$ cat src/rtl/fifo_wr_arbiter_if.sv
// Producer-side and FIFO-side handshake bundle for the FIFO write-port arbiter.
// The slave modport is the arbiter's view; master drives requests and the full flag.
interface fifo_wr_arbiter_if #(
  parameter int NUM_REQ = 4,
  parameter int WIDTH   = 128
);
  logic [NUM_REQ-1:0]       req_valid;
  logic [NUM_REQ-1:0]       req_last;
  logic [NUM_REQ*WIDTH-1:0] req_data;
  logic [NUM_REQ-1:0]       req_ready;
  logic                     fifo_full;
  logic                     fifo_wr;
  logic [WIDTH-1:0]         fifo_data;

  modport master (
    output req_valid, req_last, req_data, fifo_full,
    input  req_ready, fifo_wr, fifo_data
  );

  modport slave (
    input  req_valid, req_last, req_data, fifo_full,
    output req_ready, fifo_wr, fifo_data
  );
endinterface

$ cat src/rtl/fifo_wr_arbiter.sv
// Round-robin arbiter sharing one synchronous FIFO write port among NUM_REQ
// producers; a grant lasts for a whole burst (last beat or MAX_BURST beats).
module fifo_wr_arbiter #(
  parameter int NUM_REQ   = 4,
  parameter int WIDTH     = 128,
  parameter int MAX_BURST = 16,
  parameter int ID_W      = $clog2(NUM_REQ)
) (
  input  logic            clk,
  input  logic            reset,
  fifo_wr_arbiter_if.slave bus,
  output logic [ID_W-1:0] grant_id,
  output logic            busy,
  output logic            burst_trunc
);

  localparam int CNT_W = $clog2(MAX_BURST + 1);
  localparam logic [CNT_W:0] MAX_CNT = (CNT_W + 1)'(MAX_BURST);

  typedef enum logic {
    IDLE,
    GRANT
  } state_t;

  state_t           state_reg;
  logic [ID_W-1:0]  rr_ptr_reg;
  logic [ID_W-1:0]  grant_reg;
  logic [CNT_W-1:0] beat_cnt_reg;
  logic             busy_reg;
  logic             trunc_reg;

  logic [NUM_REQ-1:0] rot_valid;
  logic [ID_W-1:0]    rot_idx [NUM_REQ];
  logic [WIDTH-1:0]   req_word [NUM_REQ];
  logic [NUM_REQ-1:0] ready_vec;

  logic            any_valid;
  logic [ID_W-1:0] winner;
  logic            granted_valid;
  logic            granted_last;
  logic            beat;
  logic            cnt_hit;
  logic            release_now;
  logic [ID_W-1:0] next_ptr;

  // Slot gi of the rotated view is requester (rr_ptr + gi) mod NUM_REQ.
  generate
    for (genvar gi = 0; gi < NUM_REQ; gi++) begin : g_req
      logic [ID_W:0] sum;
      assign sum            = {1'b0, rr_ptr_reg} + (ID_W + 1)'(gi);
      assign rot_idx[gi]    = (sum >= (ID_W + 1)'(NUM_REQ)) ? ID_W'(sum - (ID_W + 1)'(NUM_REQ))
                                                            : ID_W'(sum);
      assign rot_valid[gi]  = bus.req_valid[rot_idx[gi]];
      assign req_word[gi]   = bus.req_data[gi*WIDTH +: WIDTH];
      assign ready_vec[gi]  = (state_reg == GRANT) && (grant_reg == ID_W'(gi)) && !bus.fifo_full;
    end
  endgenerate

  // Scan from the highest offset down so the lowest offset from rr_ptr wins.
  always_comb begin
    any_valid = 1'b0;
    winner    = rr_ptr_reg;
    for (int i = NUM_REQ - 1; i >= 0; i--) begin
      if (rot_valid[i]) begin
        any_valid = 1'b1;
        winner    = rot_idx[i];
      end
    end
  end

  assign granted_valid = bus.req_valid[grant_reg];
  assign granted_last  = bus.req_last[grant_reg];
  assign beat          = (state_reg == GRANT) && granted_valid && !bus.fifo_full;
  assign cnt_hit       = (({1'b0, beat_cnt_reg} + 1'b1) == MAX_CNT);
  assign release_now   = beat && (granted_last || cnt_hit);
  assign next_ptr      = (grant_reg == ID_W'(NUM_REQ - 1)) ? '0 : grant_reg + 1'b1;

  assign bus.req_ready = ready_vec;
  assign bus.fifo_wr   = beat;
  assign bus.fifo_data = beat ? req_word[grant_reg] : '0;

  assign grant_id    = grant_reg;
  assign busy        = busy_reg;
  assign burst_trunc = trunc_reg;

  always_ff @(posedge clk) begin
    if (reset) begin
      state_reg    <= IDLE;
      rr_ptr_reg   <= '0;
      grant_reg    <= '0;
      beat_cnt_reg <= '0;
      busy_reg     <= 1'b0;
      trunc_reg    <= 1'b0;
    end else begin
      trunc_reg <= 1'b0;
      case (state_reg)
        IDLE: begin
          if (any_valid) begin
            grant_reg    <= winner;
            beat_cnt_reg <= '0;
            busy_reg     <= 1'b1;
            state_reg    <= GRANT;
          end
        end
        GRANT: begin
          if (beat) begin
            beat_cnt_reg <= beat_cnt_reg + 1'b1;
            if (release_now) begin
              state_reg  <= IDLE;
              busy_reg   <= 1'b0;
              rr_ptr_reg <= next_ptr;
              trunc_reg  <= !granted_last;
            end
          end
        end
        default: begin
          state_reg <= IDLE;
          busy_reg  <= 1'b0;
        end
      endcase
    end
  end

endmodule

$ cat src/flat_wrapper.sv
// flat-port wrapper written by rule: the top's interface ports become plain ports
module fifo_wr_arbiter_flat 
#(
  parameter int NUM_REQ   = 4,
  parameter int WIDTH     = 128,
  parameter int MAX_BURST = 16,
  parameter int ID_W      = $clog2(NUM_REQ)
)
  (clk, reset, grant_id, busy, burst_trunc, bus_req_valid, bus_req_last, bus_req_data, bus_fifo_full, bus_req_ready, bus_fifo_wr, bus_fifo_data);
  fifo_wr_arbiter_if #(.NUM_REQ(NUM_REQ), .WIDTH(WIDTH)) bus_i ();
  input  logic clk;
  input  logic reset;
  output logic [ID_W-1:0] grant_id;
  output logic busy;
  output logic burst_trunc;
  input wire logic [$bits(bus_i.req_valid)-1:0] bus_req_valid;
  input wire logic [$bits(bus_i.req_last)-1:0] bus_req_last;
  input wire logic [$bits(bus_i.req_data)-1:0] bus_req_data;
  input wire logic [$bits(bus_i.fifo_full)-1:0] bus_fifo_full;
  output wire logic [$bits(bus_i.req_ready)-1:0] bus_req_ready;
  output wire logic [$bits(bus_i.fifo_wr)-1:0] bus_fifo_wr;
  output wire logic [$bits(bus_i.fifo_data)-1:0] bus_fifo_data;
  assign bus_i.req_valid = bus_req_valid;
  assign bus_i.req_last = bus_req_last;
  assign bus_i.req_data = bus_req_data;
  assign bus_i.fifo_full = bus_fifo_full;
  assign bus_req_ready = bus_i.req_ready;
  assign bus_fifo_wr = bus_i.fifo_wr;
  assign bus_fifo_data = bus_i.fifo_data;
  fifo_wr_arbiter #(.NUM_REQ(NUM_REQ), .WIDTH(WIDTH), .MAX_BURST(MAX_BURST), .ID_W(ID_W)) u_core (.clk(clk), .reset(reset), .bus(bus_i), .grant_id(grant_id), .busy(busy), .burst_trunc(burst_trunc));
endmodule
$ cat config.mk
export PLATFORM = sky130hd
export DESIGN_NAME = fifo_wr_arbiter_flat
export DESIGN_NICKNAME = d
export VERILOG_FILES = /design/src/rtl/fifo_wr_arbiter_if.sv /design/src/rtl/fifo_wr_arbiter.sv /design/src/flat_wrapper.sv
export SDC_FILE = /design/constraint.sdc
export NUM_CORES = 1
export LEC_CHECK = 0
export BUFFER_PORTS_ARGS = -buffer_cell sky130_fd_sc_hd__buf_2
export CORE_AREA = 10 10 248 250
export DETAILED_ROUTE_END_ITERATION = 10
export DIE_AREA = 0 0 258 260
export PLACE_DENSITY = 0.4
export SLEW_MARGIN = 10
export SYNTH_ARGS = -nofsm -noshare
export SYNTH_HDL_FRONTEND = slang
export SYNTH_SLANG_ARGS = --single-unit
$ cat constraint.sdc
create_clock -name clk -period 1.7 [get_ports clk]
set_input_delay 0.085 -clock clk [delete_from_list [all_inputs] [get_ports clk]]
set_output_delay 0.085 -clock clk [all_outputs]
set_load 0.02 [all_outputs]
==> results.ini, run 1 <==
[cts]
cts.path.max_buffers=2
htree_levels=1
clkSlewWorstSetupHoldPaths_ns=0.05
cts_sinks=12
numCtsBuffers=3
worst_skew_pair.late_latency_ns=0.24
cts_tree=yes
root_buffer=clkbuf_16

[pwr]
pwr-share-clk_pct=12.8
netSwitchingFraction_pct=37.8
power_switching_w=0.00132
peakVddDrop_mv=0.378
cellLeakagePower_nw=5.08
combPwrFrac_pct=78.5
total_power_w=0.00349
seqPwrFrac_pct=8.7
p_int_w=0.00217
power.density_nw_per_um2=318

[finish]
final_common_cell=buf_2
fill_cells=6349
syn_to_final_growth_pct=135
nNetsFinal=1615
drive_gt1_share_pct=89.6
final_cell_mix=567 x buf_2, 129 x mux4_2, 89 x buf_6, 69 x and3_4, 57 x and3_1
fin_cells=1846
finish.utilization_pct=19.5
largest_reg_flops=5
multiInputGateArea_um2=4600
final-seq-area_um2=248

[sta]
timing.final.ws_setup_ns=-0.415
fin_skew_ns=0.00441
fmax_mhz=473
finalSetupViolations=139
rsz0062_at_grt=yes
fin_crit_ns=2.12
tightest_slew_ns=0.477
finalHoldViolations=0
relSlewSlack_pct=67.9
maxSlewViolCount=0
post-route-period-util_pct=124
whs_ns=0.207

[routing]
final_antenna_net_count=0
drc=0
drt_iter0_drc=457
wire_per_inst_um=23.9
wl_um=44200
viasPerCell=3.83
first_pass_iters=4
dr_total_vias=7077

[outcome]
status=complete, but fails checks
failed_checks=negative setup slack

[critical_path]
crit_arrival_ns=2.03
ff2ff_path_depth=8
r2r-start=u_core.grant_id[0]
critPathMaxFanout=72
path_cells=mux4_4 > buf_12 > and3_1 > buf_2
crit_type=reg -> out
max_stage_delay_ns=0.70
cp.required_ns=1.62
start_kind=register
r2r-end=u_core.rr_ptr_reg[0]
reg2reg_slack_ns=-0.30
cpMaxStageDelayCell=mux4_4
cp-end-kind=primary output

[global_routing]
grt-ovfl-total=0
grt_pass1_vias=7790
antenna_found_initial=22
grt_max_degree=93
grt_util_all_layers_pct=11.6
grt_pass1_wl_um=57800

[min_path]
whs_path_depth=2
min_from=reset
worstHoldPathType=in -> reg
hold_end=u_core.rr_ptr_reg[0]

[place]
port_buffers=659
place_inst=1812
post-place-ws_ns=-0.130
place_congestion=0.885
dp_hpwl_um=36400

[synthesis]
synth_area_um2=4670
synth_nets=927
yosys-top-cells-area=mux4_2 63%, and3_1 17%, dfxtp_1 5.1%
synth_top_area_share_pct=62.7
syn_inst=399
synthDistinctLibCells=35
yosysWarnings=0
ys_seq_area_share_pct=5.14
ys_seq_elements=12
yosys.area.top_type=mux4_2
syn_avg_cell_area_um2=11.7

[floorplan]
initial_utilization_pct=8.30
num_rows=87
die_area_um2=67100
coreArea_um2=56300
fp.dieW_um=258
ios=660
fp.dieH_um=260

[job]
maxCapViolCount=0

==> layer usage <==
layer | GRT usage, % | share of wire (%)
met4 | 2.58 | 1.9
met1 | 13.0 | 37
met2 | 21.0 | 51
met3 | 3.81 | 9.0
met5 | 0 | 0.20
==> cells by family after synthesis <==
logic type               synth area share (%)
AND/OR/NAND/NOR                          20.6
multiplexers                             62.7
buffers and inverters                    6.29
AO/OA/AOI/OAI                            3.96
flip-flops                               5.14
adder cells (fa/ha/maj)                  1.34
==> cell usage after synthesis <==
| cell | instances |
|---|---|
| o41ai_2 | 1 |
| a221oi_2 | 1 |
| dfxtp_1 | 12 |
| o221ai_1 | 1 |
| nand2_1 | 4 |
| nand2b_1 | 2 |
| nor2b_1 | 2 |
| buf_1 | 6 |
| nor4_1 | 1 |
| a211o_1 | 1 |
| or4_1 | 1 |
| a21oi_1 | 11 |
| o211ai_1 | 1 |
| a31oi_1 | 1 |
| or3_1 | 1 |
| nor2_1 | 4 |
| and3_1 | 128 |
| and2_1 | 6 |
| nand3_1 | 4 |
| nand3b_1 | 1 |
| o22ai_1 | 1 |
| clkbuf_1 | 35 |
| mux4_2 | 130 |
| buf_4 | 5 |
| o21ai_0 | 4 |
| buf_2 | 13 |
| nor3_1 | 1 |
| nand4b_1 | 2 |
| a31o_1 | 1 |
| ha_1 | 5 |
| buf_6 | 1 |
| inv_1 | 6 |
| o21ai_1 | 4 |
| a31oi_2 | 1 |
| inv_2 | 1 |
==> worst max-delay path, delay by kind of cell, from the launching register on <==
kind | cells | cell delay, ns
buffers and inverters | 2 | 0.37
multiplexers | 1 | 0.70
flip-flops | 1 | 0.36
AND/OR/NAND/NOR | 1 | 0.24
==> stage by stage <==
step | setup TNS (ns) | area, µm²
2_1_floorplan | 0 | 4790
3_3_place_gp | -3.25 | 9260
3_5_place_dp | -4.54 | 9260
4_1_cts | -41.91 | 10300
5_1_grt | -49.22 | 11000
6_report | -44.31 | 11000
==> power groups by stage <==
stage               Sequential (W)  Combinational (W)  Clock [W]
floorplan                 0.000312            0.00112          0
global placement          0.000306            0.00221          0
detailed placement        0.000306            0.00224          0
CTS                       0.000303            0.00256   0.000452
global route              0.000306            0.00292   0.000467
finish                    0.000304            0.00274   0.000448
==> cell type report <==
class | instances | share of cell area, %
multi-input combinational | 320 | 41.9
inverter | 7 | 0.308
timing repair buffer | 743 | 46.0
clock inverter | 1 | 0.0342
antenna | 4 | 0.0913
sequential | 12 | 2.26
tap | 756 | 8.63
clock buffer | 3 | 0.685
==> how the worst max path moves through the flow <==
stage                       start                   end  slack [ns]
3_5_place_dp   u_core.grant_id[0]     bus_fifo_data[81]       -0.13
6_report       u_core.grant_id[1]     bus_fifo_data[66]       -0.42
5_1_grt        u_core.grant_id[1]     bus_fifo_data[71]       -0.43
4_1_cts        u_core.grant_id[0]     bus_fifo_data[69]       -0.37
3_3_place_gp   u_core.grant_id[1]  u_core.rr_ptr_reg[0]       -0.11
2_1_floorplan  u_core.grant_id[1]    bus_fifo_data[110]       0.008
==> repair_timing <==
action                                  4_1_cts  5_1_grt
buffers inserted                             10        6
cloned                                        7        5
pin swaps                                    14       11
gates resized for setup                     182      146
endpoints found under the setup margin      141      143
hold buffers                                  0        0
No activity file was read; power rests on OpenSTA's default activity.
==> run 2, diff against run 1 <==
--- a/config.mk
+++ b/config.mk
@@ -6,9 +6,9 @@
 export NUM_CORES = 1
 export LEC_CHECK = 0
 export BUFFER_PORTS_ARGS = -buffer_cell sky130_fd_sc_hd__buf_2
-export CORE_AREA = 10 10 248 250
+export CORE_AREA = 10 10 251 253
 export DETAILED_ROUTE_END_ITERATION = 10
-export DIE_AREA = 0 0 258 260
+export DIE_AREA = 0 0 261 263
 export PLACE_DENSITY = 0.4
 export SLEW_MARGIN = 10
 export SYNTH_ARGS = -nofsm -noshare
==> results.ini, run 2 (synthesized netlist as in run 1, its figures left out) <==
[global_routing]
grt_util_all_layers_pct=10.9
antenna_found_initial=12
grt-ovfl-total=0
grt_max_degree=73
grt_pass1_vias=7936
grt_pass1_wl_um=56200

[finish]
final_cell_mix=623 x buf_2, 129 x mux4_2, 103 x and3_1, 45 x buf_4, 34 x buf_6
drive_gt1_share_pct=83.6
nNetsFinal=1601
syn_to_final_growth_pct=114
final_common_cell=buf_2
fill_cells=6547
finish.utilization_pct=17.2
largest_reg_flops=5

[sta]
fin_skew_ns=0.00244
fmax_mhz=479
post-route-period-util_pct=123
finalSetupViolations=139
timing.final.ws_setup_ns=-0.387
tightest_slew_ns=0.419
fin_setup_tns_ns=-42.25
maxSlewViolCount=0
rsz0062_at_grt=yes
whs_ns=0.190
relSlewSlack_pct=71.7
finalHoldViolations=0
fin_crit_ns=2.09

[floorplan]
num_rows=89
ios=660
coreArea_um2=58200
initial_utilization_pct=8.02
fp.dieH_um=263
die_area_um2=68600
fp.dieW_um=261

[pwr]
power.density_nw_per_um2=322
peakVddDrop_mv=0.263
cellLeakagePower_nw=4.98

[min_path]
worstHoldPathType=in -> reg
hold_end=u_core.grant_id[0]
min_from=reset
whs_path_depth=2

[routing]
drc=0
wire_per_inst_um=22.2
wl_um=41100
drt_iter0_drc=384
viasPerCell=3.75
dr_total_vias=6936
final_antenna_net_count=0
first_pass_iters=4

[place]
dp_hpwl_um=35600
place_congestion=0.937
port_buffers=659

[critical_path]
r2r-start=u_core.grant_id[0]
cp.required_ns=1.62
crit_type=reg -> out
cp-end-kind=primary output
ff2ff_path_depth=6
critPathMaxFanout=72
start_kind=register
r2r-end=u_core.busy
reg2reg_slack_ns=-0.18
crit_arrival_ns=2.00

[cts]
cts.path.max_buffers=2
cts_tree=yes
cts_sinks=12
holdBufCountCts=0
root_buffer=clkbuf_16
htree_levels=1
clkSlewWorstSetupHoldPaths_ns=0.05
numCtsBuffers=3
worst_skew_pair.late_latency_ns=0.24

[job]
maxCapViolCount=0

[outcome]
failed_checks=negative setup slack
status=complete, but fails checks

run 2: cell count changes in the layout (fill, tap and decap cells not counted), moves of 4 or more:
cell and change:
buf_16 -4, buf_8 -5, buf_6 -55, and3_4 -45, and3_1 +46, buf_12 -4
buf_2 +56
run 2: worst max path at each step:
stage / startpoint / to / slack [ns] / cells after the start
final: u_core.grant_id[1] / bus_fifo_data[66] / -0.39 / 4
after global routing: u_core.grant_id[1] / bus_fifo_data[61] / -0.41 / 4
after CTS: u_core.grant_id[0] / bus_fifo_data[83] / -0.34 / 5
after floorplan: u_core.grant_id[1] / bus_fifo_data[110] / 0.008 / 5
after detailed placement: u_core.grant_id[0] / bus_fifo_data[15] / -0.19 / 5
after global placement: u_core.grant_id[0] / bus_fifo_data[15] / -0.18 / 5
run 2: what timing repair did:
action,in CTS,in global routing
gates cloned,3,1
endpoints found under the setup margin,140,142
gates resized for setup,106,18
setup buffers,8,1
pin swaps,3,4
run 2: metal layers:
layer / track usage, % / vias up / share of wire, % / routed length (µm)
met1: 11.9 / 3373 / 36 / 14900
met2: 19.8 / 436 / 51 / 20900
li1: - / 3073 / - / -
met3: 3.50 / 44 / 10 / 4250
met4: 2.84 / 10 / 2.3 / 960
met5: 0 / - / 0.13 / 55
run 2: stage by stage:
stage                     total power, W  worst slack [ns]  instance area [µm²]  cells
after floorplan                  0.00143           0.00762                 4790    399
after global placement           0.00256            -0.181                 9270   1830
after detailed placement         0.00258            -0.185                 9270   1830
after CTS                        0.00323            -0.344                 9900   1843
after global routing             0.00342            -0.414                10000   1848
final                            0.00322            -0.387                10000   1849
run 2: cell type report:
cell class | instances | area, µm² | area share (%)
inverters | 7 | 26.3 | 0.263
well taps | 773 | 967 | 9.67
flip-flops and latches | 12 | 248 | 2.48
repair buffers | 729 | 4380 | 43.8
multi-input cells | 320 | 4280 | 42.8
clock buffers | 4 | 88.8 | 0.888
diodes | 4 | 10.0 | 0.100
run 2: worst max-delay path, stage by stage (launching register included):
cell	delay [ns]
dfxtp_4	0.36
mux4_4	0.70
buf_12	0.22
and3_1	0.23
buf_2	0.16
run 2: report_power, final:
| group | switching, W | internal (W) |
|---|---|---|
| logic | 0.00107 | 0.00136 |
| registers | 0.0000119 | 0.000291 |
| clock network | 0.000129 | 0.000356 |
